`src/rtl/fetch_unit.sv`:
```
`default_nettype none
// ============================================================================
//  Module      : fetch_unit
//  Description : Instruction fetch stage: owns the fetch PC, issues sequential
//                memory requests, queues returned words and feeds decode.
//  Revision    : 1.0 - initial release
// ============================================================================
module fetch_unit #(
    parameter logic [31:0] RESET_PC = 32'h0000_0000,
    parameter int          DEPTH    = 2,
    parameter int          MAX_OUT  = 2
) (
    input  logic        clock,
    input  logic        reset,
    input  logic [31:0] newPC,
    input  logic        ctrlFetch,
    input  logic        halt,
    output logic        imem_req,
    output logic [31:0] imem_addr,
    input  logic        imem_gnt,
    input  logic        imem_rvalid,
    input  logic [31:0] imem_rdata,
    output logic        instr_valid,
    output logic [31:0] instr,
    output logic [31:0] instr_pc,
    input  logic        decode_ready,
    output logic        flush
);

    localparam int               c_QAW      = (DEPTH > 1) ? $clog2(DEPTH) : 1;
    localparam int               c_CW       = $clog2(DEPTH + 1);
    localparam int               c_OW       = $clog2(MAX_OUT + 1);
    localparam int               c_TAW      = (MAX_OUT > 1) ? $clog2(MAX_OUT) : 1;
    localparam logic [31:0]      c_DEPTH    = 32'(DEPTH);
    localparam logic [31:0]      c_MAX_OUT  = 32'(MAX_OUT);
    localparam logic [c_TAW-1:0] c_TAG_LAST = c_TAW'(MAX_OUT - 1);

    // Architectural and bookkeeping state
    logic [31:0]      r_fetch_pc;
    logic [c_OW-1:0]  r_outstanding;
    logic [c_OW-1:0]  r_drop;
    logic [c_CW-1:0]  r_count;
    logic [c_QAW-1:0] r_q_head;
    logic [c_QAW-1:0] r_q_tail;
    logic [c_TAW-1:0] r_tag_rd;
    logic [c_TAW-1:0] r_tag_wr;
    logic             r_flush;

    // Storage arrays (no reset needed; validity tracked by the counters)
    logic [31:0]      r_q_instr [DEPTH];
    logic [31:0]      r_q_pc    [DEPTH];
    logic [31:0]      r_tag_pc  [MAX_OUT];

    logic [31:0]      w_in_use;
    logic             w_head_valid;
    logic             w_grant;
    logic             w_resp;
    logic             w_dropping;
    logic             w_push;
    logic             w_pop;
    logic [c_OW-1:0]  w_out_next;
    logic             w_unused_newpc_lsbs;

    function automatic logic [c_TAW-1:0] f_tag_next(input logic [c_TAW-1:0] ptr);
        return (ptr == c_TAG_LAST) ? '0 : ptr + c_TAW'(1);
    endfunction

    // Queue slots already spoken for: live (non-dropped) requests plus held words
    assign w_in_use     = 32'(r_outstanding) - 32'(r_drop) + 32'(r_count);
    assign w_head_valid = (r_count != '0);

    assign imem_req  = !reset && !halt && (32'(r_outstanding) < c_MAX_OUT) && (w_in_use < c_DEPTH);
    assign imem_addr = r_fetch_pc;

    assign w_grant    = imem_req && imem_gnt;
    assign w_resp     = imem_rvalid && (r_outstanding != '0);
    assign w_dropping = (r_drop != '0);
    assign w_push     = w_resp && !w_dropping && !ctrlFetch;
    assign w_pop      = instr_valid && decode_ready;
    assign w_out_next = r_outstanding + c_OW'(w_grant) - c_OW'(w_resp);

    assign instr_valid = !reset && w_head_valid && !halt && !r_flush;
    assign instr       = (!reset && w_head_valid) ? r_q_instr[r_q_head] : '0;
    assign instr_pc    = (!reset && w_head_valid) ? r_q_pc[r_q_head]    : '0;
    assign flush       = r_flush && !reset;

    assign w_unused_newpc_lsbs = ^newPC[1:0];

    always_ff @(posedge clock) begin
        if (reset) begin
            r_fetch_pc    <= RESET_PC;
            r_outstanding <= '0;
            r_drop        <= '0;
            r_count       <= '0;
            r_q_head      <= '0;
            r_q_tail      <= '0;
            r_tag_rd      <= '0;
            r_tag_wr      <= '0;
            r_flush       <= 1'b0;
        end else begin
            r_flush       <= ctrlFetch;
            r_outstanding <= w_out_next;
            if (ctrlFetch) begin
                // Every request still in flight after this edge belongs to the old path
                r_fetch_pc <= {newPC[31:2], 2'b00};
                r_drop     <= w_out_next;
                r_count    <= '0;
                r_q_head   <= '0;
                r_q_tail   <= '0;
                r_tag_rd   <= '0;
                r_tag_wr   <= '0;
            end else begin
                if (w_grant) begin
                    r_fetch_pc <= r_fetch_pc + 32'd4;
                    r_tag_wr   <= f_tag_next(r_tag_wr);
                end
                if (w_resp && w_dropping) begin
                    r_drop <= r_drop - c_OW'(1);
                end
                if (w_push) begin
                    r_q_tail <= r_q_tail + c_QAW'(1);
                    r_tag_rd <= f_tag_next(r_tag_rd);
                end
                if (w_pop) begin
                    r_q_head <= r_q_head + c_QAW'(1);
                end
                r_count <= r_count + c_CW'(w_push) - c_CW'(w_pop);
            end
        end
    end

    always_ff @(posedge clock) begin
        if (!reset) begin
            if (w_push) begin
                r_q_instr[r_q_tail] <= imem_rdata;
                r_q_pc[r_q_tail]    <= r_tag_pc[r_tag_rd];
            end
            if (w_grant && !ctrlFetch) begin
                r_tag_pc[r_tag_wr] <= r_fetch_pc;
            end
        end
    end

endmodule
`default_nettype wire

```
`config.mk`:
```
export PLATFORM = sky130hd
export DESIGN_NAME = fetch_unit
export DESIGN_NICKNAME = d
export VERILOG_FILES = /design/src/rtl/fetch_unit.sv
export SDC_FILE = /design/constraint.sdc
export NUM_CORES = 1
export LEC_CHECK = 0
export CORE_ASPECT_RATIO = 0.5
export CORE_UTILIZATION = 44
export CTS_BUF_LIST = sky130_fd_sc_hd__clkbuf_16
export CTS_CLUSTER_SIZE = 14
export DETAILED_ROUTE_END_ITERATION = 8
export PLACE_DENSITY = 0.69
export SYNTH_ARGS = -nofsm -noshare
export SYNTH_HDL_FRONTEND = slang
export SYNTH_SLANG_ARGS = --single-unit
```
`constraint.sdc`:
```
create_clock -name clock -period 13.6 [get_ports clock]
set_input_delay 2.72 -clock clock [delete_from_list [all_inputs] [get_ports clock]]
set_output_delay 2.72 -clock clock [all_outputs]
set_load 0.01 [all_outputs]
```
After elaboration in Yosys (flattened, before gate mapping)
Memory sizes are Yosys's and may differ from the RTL's. A register that Yosys moved wholly into a read port is not among the register bits. Index checks and enable logic that the tools add are counted.

$add $sub $neg: 12. Order comparisons: 2. Mux-type cells: 20. Reductions and logical operators: 25.

Operators with widths (number): 32-bit two-way mux (4); 32-bit by 3-bit adder with 32-bit output (second input constant) (1); 32-bit by 2-bit less-than comparator with 1-bit output (second input constant) (1); 1-bit logical AND (14); 1-bit two-way mux (14); 2-bit nonzero test (5); 1-bit zero test (5); 1-bit adder (second input constant) (4); 2-bit by 1-bit adder with 2-bit output (2); 3-bit by 3-bit adder with 4-bit output (1); 2-bit two-way mux (2); 2-bit by 1-bit subtractor with 2-bit output (2); 2-bit by 2-bit subtractor with 3-bit output (1); 2-bit less-than comparator (second input constant) (1); 2-bit OR reduction (1); 2-bit by 1-bit subtractor with 2-bit output (second input constant) (1).

Flip-flop bits (word level): 43. Memory bits (writable): 192. Input port bits: 71. Output and inout bits: 99. Logic and storage cells: 72. Memories kept: 3.

Memories: r_q_instr (depth 2, width 32, rd ports 1, clocked after Yosys merged registers in 1, write ports 1, line 50) `logic [31:0] r_q_instr [DEPTH];`; r_q_pc (depth 2, width 32, rd ports 1, clocked after Yosys merged registers in 1, write ports 1, line 51) `logic [31:0] r_q_pc [DEPTH];`; r_tag_pc (depth 2, width 32, rd ports 1, clocked after Yosys merged registers in 1, write ports 1, line 52) `logic [31:0] r_tag_pc [MAX_OUT];`.

Depth between registers and ports, before layout
Depth after elaboration: 9. Gate-level depth with buffers: 15. Depth with buffers taken out: 15.

Worst setup path before layout
Ideal clock, no wire load.

Path kind: input port to flip-flop. Start point: in ctrlFetch. End point: mem r_q_instr[0][0] (enable). Setup time: 0.558 ns. Data arrival time: 7.733 ns. Data required time: 13.042 ns. Setup slack: 5.309 ns. Stages: 5. Path buffers: 3. Cell sequence: clkbuf_1 > or2_2 > clkbuf_1 > clkbuf_1 > nor3_1.

Cells in the longest elaborated chain, start to end: 5.

RTL lines: start: declaration (line 16) `input logic ctrlFetch,`; 1-bit zero test (line 78) `assign w_push = w_resp && !w_dropping && !ctrlFetch;`; 1-bit logical AND (line 78); 1-bit two-way mux (line 134) `if (w_push) begin`; 1-bit two-way mux (line 133) `if (!reset) begin`; 1-bit two-way mux (implied by the code) (line 135) `r_q_instr[r_q_tail] <= imem_rdata;`; end: declaration (line 50).

No other way between the ends.

Worst setup path after layout
Start point: in reset. End point: out instr_pc[27].

Cells in the longest elaborated chain, start to end: 3.

RTL lines: start: declaration (line 14) `input logic reset,`; 1-bit zero test; 1-bit logical AND (line 84) `assign instr_pc = (!reset && w_head_valid) ? r_q_pc[r_q_head] : '0;`; 32-bit two-way mux (line 84); end: declaration (line 25) `output logic [31:0] instr_pc,`.

No other way between the ends.

==> results.md <==
- Synthesized area: roughly 9600 sq um
- Overflow after GRT: 0
- Number of synthesized flops with an enable pin: between 150 and 200
- CTS tree: done
- Largest net degree at the start of global routing: 40
- Final non-filler cell total: ~1.2k
- WP buf/inv: 4
- F_max: roughly 0.13 GHz
- Post-Syn Area per Cell: ~14 sq um
- Layout Utilization: between 50% and 60%
- Hold Crit Depth: 2
- DRC viols: 0
- Worst slew margin relative to its limit: between 30% and 40%
- Worst hold margin: between 500 and 600 ps
- Drt first pass iters: 5
- Port bufs: ~160
- Leakage power: ~3.9 nW
- Worst R2R Setup Slack: 9620 ps
- Syn Inst Count: 705
- Hold_buf cts: 0
- Placed instance count: 1130
- Max-cap violations: 0
- Clock Tree Root: clkbuf_16
- Routed via count: ~6.3k
- CP cell instances: clkdlybuf4s50_1, buf_4, o21bai_4, buf_4, nor2_1, clkdlybuf4s50_1
- WP data required: ~11000 ps
- Die width: between 200 and 250 um
- Tmin final: 7910 ps
- H-tree depth: 1
- Data arrival time of the worst path: ~5200 ps
- Top FF cell, synth: edfxtp_1
- Top post-synthesis cells by area: edfxtp_1, dfxtp_1, mux2i_1
- DP HPWL: 14.2 mm
- Via count of the first global-routing pass: 6091
- Routed wire length: 21.7 mm
- Layout cells sized above 1: a little under a tenth
- Crit end category: output pin
- FP Rows: 37
- Reg2reg path depth: 9
- First-pass GRT wire length: around 33 mm
- Synth async-reset ratio: 0%
- Critical path class: input pin to output pin
- Final Setup Violations: 0
- Measured slew at the worst slew-check pin: 927 ps
- Ports: 170
- Max stage delay on crit path: 520 ps
- Clock Skews: 15.3 ps
- Synth top area share: between 50 and 60%
- Outcome: complete, no violations
- Total power: ~1.6 mW
- Seq/Total Area, Yosys: around two thirds
- Place WS: about 5700 ps
- Most instantiated library cell after synthesis: edfxtp_1
- R2r startpoint: r_outstanding[0]
- Slew Limit Fails: 0
- Post_cts resized: 0
- CTS buffer count: 22
- Routed Antenna Nets: 0
- Full die area: around 22000 sq um
- FF+latch count, synth: roughly 230
- Drt wl/cell: between 15 and 20 um
- Final setup margin: around 5700 ps
- Clk Latency, worst-skew pair: between 500 and 600 ps
- ANT cells: 0
- Crit path max-delay family: buffers and inverters
- Clock sink count: 227
- Core area: around 21000 sq um
- WP depth: 6
- Post-synth cell types: 51
- Worst Setup Start Kind: input pin
- Cell taking the most area after synthesis: edfxtp_1
- Initial antenna violation count: 0
- RSZ-0062 raised after global routing: no
- Synth Warn #: 0
- Buffer count from post-CTS setup fixing: 0
- Hold path start: r_tag_rd
- Period utilization: a little under 60%
- PD cells: 129 nW/um^2
- Area Overhead vs Synth: 27.7%
- Final Cell Area: 12200 sq um
- CP max stage cell: clkdlybuf4s50_1
- Hold Fails Final Rpt: 0
- Reg-to-reg critical path endpoint: imem_addr[15]
- Starting density of the core: 45.7%
- Routability cong.: 0.779
- Worst Path Max Fanout: 39
- Clock tree buffer depth: 3
- Initial DRC Count: 460
- Die height: 106 um
- Synth cell count leaders: edfxtp_1, nor2_1, mux2i_1
- Setup TNS: 0 ps
- Placed Instance Area: 11500 sq um
- Net count, final: 943
- Worst-path clk slew: roughly 60 ps
- Hold WC Path Type: register to register
- Number of vias per cell: between 5 and 6
- GRT Total Usage: 19.3%
- VDD IR max: just over 80 uV
layout make-up:
class	count	area (sq um)
fillers	1714	8730
flip-flops and latches	227	6390
multi-input cells	413	2940
repair buffers	178	1740
clock buffers	23	576
well taps	292	365
clock inverters	17	104
inverters	20	75.1
cells by family after synthesis:
kind of cell	after synthesis	synth area share (%)
AOI/OAI and AO/OA	76	6.60
xor gates and xnor gates	10	0.917
adders and majority gates	10	1.47
buffers and inverters	68	2.84
DFF	227	66.8
muxes	92	10.0
other	1	0.0392
and+or+nand+nor	221	11.3
report_power, final:
group / switching (mW) / internal [mW]
clock: 0.253 / 0.325
sequential: 0.0238 / 0.779
combinational: 0.103 / 0.0839
how the worst max path moves through the flow:
stage              start               to
4_1_cts            reset     instr_pc[26]
6_report           reset     instr_pc[27]
2_1_floorplan  ctrlFetch  r_q_instr[0][0]
5_1_grt            reset     instr_pc[26]
3_3_place_gp       reset     instr_pc[27]
3_5_place_dp       reset     instr_pc[26]
registers in the layout, indices dropped and copies added (netlist names), 2 cells and up, named ones only:
| name | count |
|---|---|
| r_drop | 2 |
| r_tag_pc | 60 |
| r_count | 2 |
| imem_addr | 30 |
| r_q_pc | 60 |
| r_outstanding | 2 |
| r_q_instr | 64 |
cells in the final DEF, fill, tap and decap left out, types with 5 or more instances in the layout:
cell type        Yosys  routed
edfxtp_1           184     184
clkdlybuf4s50_1      0     163
nor2_1             107     107
mux2i_1             62      62
dfxtp_1             43      42
mux2_2              30      30
inv_1               19      24
clkbuf_16            0      23
nand2_1             20      20
nand4_1             15      15
buf_4                4      15
nor2b_1             13      13
nor4_1              13      13
a311oi_1            13      13
nand3_1             12      12
clkinv_1             1      10
o41a_1               8       8
o311ai_0             8       8
ha_1                 8       8
xnor2_1              7       7
or4_1                7       7
or3_1                7       7
o21ai_0              7       6
and4_1               6       6
a2111oi_0            6       6
o31ai_1              6       6
a21oi_1              5       5
tightest hold or removal path, delay by kind of cell, from the launching register on:
kind,cells,cell delay (ps)
xor+xnor,1,90
flops,1,320
simple gates,1,80
layer usage:
| layer | global-route usage, % | part of all wire [%] | vias up |
|---|---|---|---|
| li1 | - | - | 2987 |
| met1 | 25.9 | 45 | 3056 |
| met2 | 32.9 | 48 | 183 |
| met3 | 3.40 | 5.3 | 25 |
| met4 | 4.14 | 1.4 | 0 |
| met5 | 0 | 0 | - |
Power figures use the tool's default switching activity.
